$ cat config.mk
export PLATFORM = sky130hd
export DESIGN_NAME = uart_tx_word_fifo
export DESIGN_NICKNAME = d
export VERILOG_FILES = /design/src/rtl/uart_tx_word_fifo.sv
export SDC_FILE = /design/constraint.sdc
export NUM_CORES = 1
export LEC_CHECK = 0
export ABC_AREA = 1
export CAP_MARGIN = 10
export CORE_ASPECT_RATIO = 1.2
export CORE_UTILIZATION = 60
export CTS_CLUSTER_SIZE = 20
export DETAILED_ROUTE_END_ITERATION = 6
export PLACE_DENSITY = 0.77
export SETUP_SLACK_MARGIN = 0.3
export SLEW_MARGIN = 20
export SYNTH_ARGS = -nofsm -noshare
export SYNTH_HDL_FRONTEND = slang
export SYNTH_SLANG_ARGS = --single-unit
export TNS_END_PERCENT = 5
$ cat constraint.sdc
create_clock -name CLK -period 4.27 [get_ports CLK]
set_input_delay 1.0675 -clock CLK [delete_from_list [all_inputs] [get_ports CLK]]
set_output_delay 1.0675 -clock CLK [all_outputs]
set_load 0.02 [all_outputs]
$ cat src/rtl/uart_tx_word_fifo.sv
// Transmit word FIFO feeding the UART sender: queues 32-bit words and serialises
// each into bytes (configurable count/order, optional single-byte mode) over an enable/ready handshake.
module uart_tx_word_fifo #(
    parameter int unsigned DEPTH_LOG2 = 4,
    parameter int unsigned WORD_BYTES = 4,
    parameter bit          MSB_FIRST  = 1'b1
) (
    input  logic                  CLK,
    input  logic                  reset,
    input  logic [31:0]           in_data,
    input  logic                  in_valid,
    input  logic                  in_byte_mode,
    output logic                  full,
    output logic [DEPTH_LOG2:0]   count,
    output logic                  overflow,
    output logic                  busy,
    output logic [7:0]            tx_data,
    output logic                  tx_enable,
    input  logic                  tx_ready
);

    localparam int unsigned DEPTH    = 1 << DEPTH_LOG2;
    localparam int unsigned PW       = DEPTH_LOG2;
    localparam int unsigned CW       = DEPTH_LOG2 + 1;
    localparam logic [1:0]  LAST_IDX = 2'(WORD_BYTES - 1);

    typedef enum logic [1:0] {S_IDLE, S_SEND, S_GUARD, S_WAIT} state_e;

    logic [32:0]   mem_q [DEPTH];
    logic [PW-1:0] wr_ptr_q, wr_ptr_d;
    logic [PW-1:0] rd_ptr_q, rd_ptr_d;
    logic [CW-1:0] count_q, count_d;
    logic          overflow_q, overflow_d;
    logic          full_q, full_d;

    state_e        state_q;
    logic [31:0]   word_q;
    logic [1:0]    idx_q;
    logic [1:0]    bytes_left_q;
    logic [7:0]    tx_data_q;
    logic          tx_enable_q;

    logic          pop_c;
    logic          push_c;
    logic [32:0]   head_c;
    logic [4:0]    shamt_c;
    logic [7:0]    cur_byte_c;

    // A pop frees a slot in the same cycle, so a full FIFO can still take a push.
    assign pop_c      = (state_q == S_IDLE) && (count_q != '0);
    assign push_c     = in_valid && ((count_q < CW'(DEPTH)) || pop_c);
    assign head_c     = mem_q[rd_ptr_q];
    assign shamt_c    = {idx_q, 3'b000};
    assign cur_byte_c = 8'(word_q >> shamt_c);

    always_comb begin
        wr_ptr_d   = wr_ptr_q;
        rd_ptr_d   = rd_ptr_q;
        count_d    = count_q;
        overflow_d = overflow_q;
        if (push_c) begin
            wr_ptr_d = wr_ptr_q + PW'(1);
        end
        if (pop_c) begin
            rd_ptr_d = rd_ptr_q + PW'(1);
        end
        if (push_c && !pop_c) begin
            count_d = count_q + CW'(1);
        end else if (!push_c && pop_c) begin
            count_d = count_q - CW'(1);
        end
        if (in_valid && !push_c) begin
            overflow_d = 1'b1;
        end
        full_d = (count_d == CW'(DEPTH));
    end

    always_ff @(posedge CLK) begin
        if (reset) begin
            wr_ptr_q   <= '0;
            rd_ptr_q   <= '0;
            count_q    <= '0;
            overflow_q <= 1'b0;
            full_q     <= 1'b0;
        end else begin
            wr_ptr_q   <= wr_ptr_d;
            rd_ptr_q   <= rd_ptr_d;
            count_q    <= count_d;
            overflow_q <= overflow_d;
            full_q     <= full_d;
        end
    end

    always_ff @(posedge CLK) begin
        if (push_c) begin
            mem_q[wr_ptr_q] <= {in_byte_mode, in_data};
        end
    end

    // Serialiser: GUARD gives the sender one cycle to drop ready after a start pulse.
    always_ff @(posedge CLK) begin
        if (reset) begin
            state_q      <= S_IDLE;
            word_q       <= '0;
            idx_q        <= '0;
            bytes_left_q <= '0;
            tx_data_q    <= '0;
            tx_enable_q  <= 1'b0;
        end else begin
            tx_enable_q <= 1'b0;
            case (state_q)
                S_IDLE: begin
                    if (pop_c) begin
                        word_q       <= head_c[31:0];
                        bytes_left_q <= head_c[32] ? 2'd0 : LAST_IDX;
                        idx_q        <= (head_c[32] || !MSB_FIRST) ? 2'd0 : LAST_IDX;
                        state_q      <= S_SEND;
                    end
                end
                S_SEND: begin
                    if (tx_ready) begin
                        tx_enable_q <= 1'b1;
                        tx_data_q   <= cur_byte_c;
                        state_q     <= S_GUARD;
                    end
                end
                S_GUARD: begin
                    state_q <= S_WAIT;
                end
                S_WAIT: begin
                    if (tx_ready) begin
                        if (bytes_left_q == 2'd0) begin
                            state_q <= S_IDLE;
                        end else begin
                            bytes_left_q <= bytes_left_q - 2'd1;
                            idx_q        <= MSB_FIRST ? (idx_q - 2'd1) : (idx_q + 2'd1);
                            state_q      <= S_SEND;
                        end
                    end
                end
                default: begin
                    state_q <= S_IDLE;
                end
            endcase
        end
    end

    assign full      = full_q;
    assign count     = count_q;
    assign overflow  = overflow_q;
    assign busy      = (state_q != S_IDLE) || (count_q != '0);
    assign tx_data   = tx_data_q;
    assign tx_enable = tx_enable_q;

endmodule

Word level (Yosys, flattened, before mapping)
Memory sizes are Yosys's and may differ from the RTL's. A register that Yosys moved wholly into a read port is not among the register bits.
Index checks and enable logic that the tools add are counted.
W data, S select, Z words.
{ "totals": {"ram_bits": 528, "word_cells": 68, "rom_bits": 0, "latchBits": 0, "output_inout_bits": 17, "regBits": 62, "n_memories": 1} }
{ "classes": {"n_div": 0, "n_addsub": 6, "mux": 20, "shifts": 1, "bitwise_logic": 1, "n_reduce_logical": 19, "n_mul": 0, "eq_ne": 8, "order_cmp": 1} }
{ "memory_table": {"columns": ["memory", "words", "word_bits", "read_ports", "rd_clocked_by_memory_dff", "wr", "line", "source"], "rows": [
  ["mem_q", 16, 33, 1, 1, 1, "29", "logic [32:0] mem_q [DEPTH];"]
]} }
{ "op_table": {"columns": ["op", "n"], "rows": [
  ["$shr A32 B5 Y8", 1],
  ["$mux W2", 9],
  ["$mux W5", 2],
  ["$add A4 B1 Y4 const B", 2],
  ["$mux W4", 2],
  ["$ne A2 B2 Y1 const B", 4],
  ["$pmux W2 S2", 2],
  ["$pmux W2 S4", 1],
  ["$add A5 B1 Y5 const B", 1],
  ["$eq A5 B5 Y1 const B", 1],
  ["$logic_and A1 B1 Y1", 5],
  ["$lt A5 B5 Y1 const B", 1],
  ["$reduce_bool A5 Y1", 1],
  ["$sub A5 B1 Y5 const B", 1],
  ["$eq A2 B2 Y1 const B", 2],
  ["$logic_not A2 Y1", 2],
  ["$mux W1", 4],
  ["$reduce_and A2 Y1", 2],
  ["$reduce_and A4 Y1", 1],
  ["$reduce_bool A2 Y1", 2],
  ["$sub A2 B1 Y2 const B", 2],
  ["$reduce_and A3 Y1", 1],
  ["$eq A2 B1 Y1 const B", 1],
  ["$logic_not A1 Y1", 2],
  ["3 further kinds", 4]
]} }

Longest topological paths before layout
{ "depth": {"ltp_word": 9, "depth_mapped": 12, "mapped_depth_nobuf": 11} }

Worst setup path before layout
OpenSTA, ideal clock, no wires.
{ "synth_timing": {"path_type": "input port to flip-flop", "from": "input in_valid", "to": "memory mem_q[11][0], enable pin", "slack_ns": 0.918, "stages": 4, "path_buffers": 0, "t_arrival_ns": 2.928, "setup_ns": 0.423, "path_cell_list": "inv_1 > a21oi_4 > nand2_1 > nor2_1"} }
{ "synth_between": {"elab_chain_cells": 3} }
{ "synth_lines": {"columns": ["item", "line", "source"], "rows": [
  ["start: declaration", "11", "input logic in_valid,"],
  ["$logic_and A1 B1 Y1", "51", "assign push_c = in_valid && ((count_q < CW'(DEPTH)) || pop_c);"],
  ["$mux W1", "95", "if (push_c) begin"],
  ["$mux W1 (not written as such)", "96", "mem_q[wr_ptr_q] <= {in_byte_mode, in_data};"],
  ["end: declaration", "29", null]
]} }
No other way between the ends.

Worst setup path after layout
{ "layout_timing": {"from": "register count_q[0], in the netlist count[0]", "to": "output busy"} }
{ "layout_between": {"elab_chain_cells": 2} }
{ "layout_lines": {"columns": ["item", "line", "source"], "rows": [
  ["start: declaration", "32", "logic [CW-1:0] count_q, count_d;"],
  ["start signal: assignment", "88", "count_q <= count_d;"],
  ["$reduce_bool A5 Y1", "151", "assign busy = (state_q != S_IDLE) || (count_q != '0);"],
  ["$logic_or A1 B1 Y1", "151", null],
  ["end: declaration", "16", "output logic busy,"]
]} }
No other way between the ends.

==> out/qor.txt <==
status: finished, final reports clean
DPL Wire Length: 33300 um
clk slew on worst S/H paths: 60 ps
Routed Antenna Nets: 0
Post-Layout Cell Count: 2724
Area contributors post-synth: edfxtp_1, nor2_1, dfxtp_1
root buffer cell: clkbuf_16
pwr dens: 550 nW/um2
top-count cell post-synth: edfxtp_1
syn avg cell area: 11.5 um2
overall power: 0.0149 W
Top FF cell, synth: edfxtp_1
crit path cell chain: inv_1, ha_1, nand4_1, clkdlybuf4s50_1
Met2 Wirelength: 27100 um
met1 WL: 22600 um
Top Ports: 54
via total after detailed routing: 16000
routed len/inst: 20.7 um
post-CTS setup buffer count: 0
Hold WS: 486 ps
setup TNS: 0 ps
Clk Latency, worst-skew pair: 580 ps
Clock Path Buffers: 3
post-CTS resize count: 0
Max-slew headroom: 0.274
die area: 41700 um2
core footprint: 40000 um2
minimum clock period: 3260 ps
fin nets: 2193
TritonRoute pass-1 iters: 5
Hold/Removal Path Class: reg2reg
maximum VDD drop: 0.472 mV
Post-synth EDFFs: 528
top cell type's share of synthesized area: 0.646
DR iter-0 viols: 1951
DRC viols: 0
Worst Path Required: 3200 ps
critical path type: reg2out
area leader, netlist: edfxtp_1
Die Y: 224 um
Pleak: 9.70 nW
area growth from synthesis to layout: 10.8%
number of antenna violations at the first check in global routing: 1
CP arrival: 2190 ps
DIE WIDTH: 187 um
syn nets: 2179
total wire length: 56300 um
crit start category: flop
metal3 WL: 5500 um
largest net degree at the start of global routing: 220
CTS tree: done
Max FO, Critical Path: 6
CP max stage cell: clkdlybuf4s50_1
Synth Warn #: 0
Initial Util: 0.613
Worst Tran Pin Value: 1090 ps
H-Tree Depth: 2
DR vias/cell: 5.88
post-placement cell count: 2622
Max-cap violations: 0
global-route wire length before repair: 86700 um
sinks on the clock net: 594
Cells after Synth: 2131
final design utilization: 0.679
n_diodes: 0
final hold violations: 0
Layout Skew: 18.7 ps
RSZ-0062 raised after global routing: no
period utilisation layout: 0.763
max layer used: met5
Global Route Usage Sum: 0.272
top cells by count, synth: edfxtp_1, nor2_1, nand3_1
CTS buffer count: 54
Hold Buf Count CTS: 0
maximum clock rate: 307 MHz
grt total ovfl: 0
CP max stage delay: 620 ps
Async SR Flop Fraction: 0
Final setup viols: 0
Yosys reg bits: 594
Final Wtd Congestion: 0.922
endpoint class of the critical path: output port
Mapped Area: 24500 um2
Final Max Tran Viols: 0
post-synth cell types: 36
Core Rows: 80
IO Port Bufs: 53
vias in the first global route: 15500
post-synthesis sequential area ratio: 0.700
share of cells above drive strength 1: 0.0808
==> critical path, delay by kind of cell (launching register included) <==
kind	cells	cell delay (ps)
buffers and inverters	2	730
flip-flops	1	430
adder cells (fa/ha/maj)	1	290
AND/OR/NAND/NOR	1	160
==> state kept, by name, indices dropped and copies added, names as in the netlist, 2 cells and up, named ones only <==
| name | flops |
|---|---|
| bytes_left_q | 2 |
| count | 5 |
| idx_q | 2 |
| mem_q | 528 |
| rd_ptr_q | 4 |
| state_q | 2 |
| tx_data | 8 |
| word_q | 32 |
| wr_ptr_q | 4 |
==> per-stage QoR <==
stage	setup slack, ps	instance area (um2)
floorplan	918	24500
global placement	791	25500
detailed placement	745	25500
CTS	993	27200
global route	902	27200
finish	1010	27200
==> layout by cell type, fill, tap and decap left out, types with 2 or more instances in the layout <==
cell	Yosys	routed
nor3_1	2	2
nor2_2	2	2
nor2_4	1	17
nand3_2	2	2
nand2_1	198	198
o211ai_1	55	55
o21ai_1	43	43
xnor2_1	2	2
inv_6	1	2
clkbuf_8	0	4
a21oi_1	53	53
buf_4	13	21
clkinv_2	0	8
o211ai_2	39	39
clkdlybuf4s50_1	0	52
nand4_1	5	5
nor2_1	397	381
clkbuf_16	0	57
inv_1	187	186
inv_2	3	3
ha_1	11	11
dfxtp_1	66	62
edfxtp_1	528	528
dfxtp_2	0	3
nand3_1	244	244
o21ai_0	155	155
clkinv_1	2	11
clkbuf_1	41	22
buf_12	0	10
==> layer usage <==
| layer | global-route usage | vias to the layer above |
|---|---|---|
| met3 | 0.0415 | 88 |
| met2 | 0.442 | 827 |
| met1 | 0.385 | 7675 |
| met4 | 0.0759 | 2 |
| met5 | 0 | - |
| li1 | - | 7431 |
==> area by class of cell <==
cell class,instances,area [um2]
flip-flops and latches,594,17200
fillers,2770,12800
multi-input cells,1218,6050
clock buffers,83,1560
repair buffers,84,883
inverters,193,734
well taps,533,667
clock inverters,19,111
==> cells by family after synthesis <==
family                     Yosys count  synth area share
AOI/OAI and AO/OA                  349            0.0894
buffers and inverters              319            0.0588
DFF                                594             0.700
xor gates and xnor gates             3           0.00107
and+or+nand+nor                    855             0.145
adders and majority gates           11           0.00561
==> power by group <==
group          switching, W  total (W)  leakage, nW  internal (W)
clock network       0.00202    0.00459        0.817       0.00258
logic               0.00247    0.00361         3.57       0.00114
registers          0.000194    0.00675         5.31       0.00656
==> path summary, 6_finish.rpt <==
kind	start	end	slack (ps)	depth (start not counted)
setup / recovery	count[0]	busy	1010	4
hold / removal	rd_ptr_q[2]	flop	490	2
setup reg to reg	state_q[0]	mem_q[7][15]	1510	7
hold reg to reg	rd_ptr_q[2]	flop	490	2
Power figures use the tool's default switching activity.
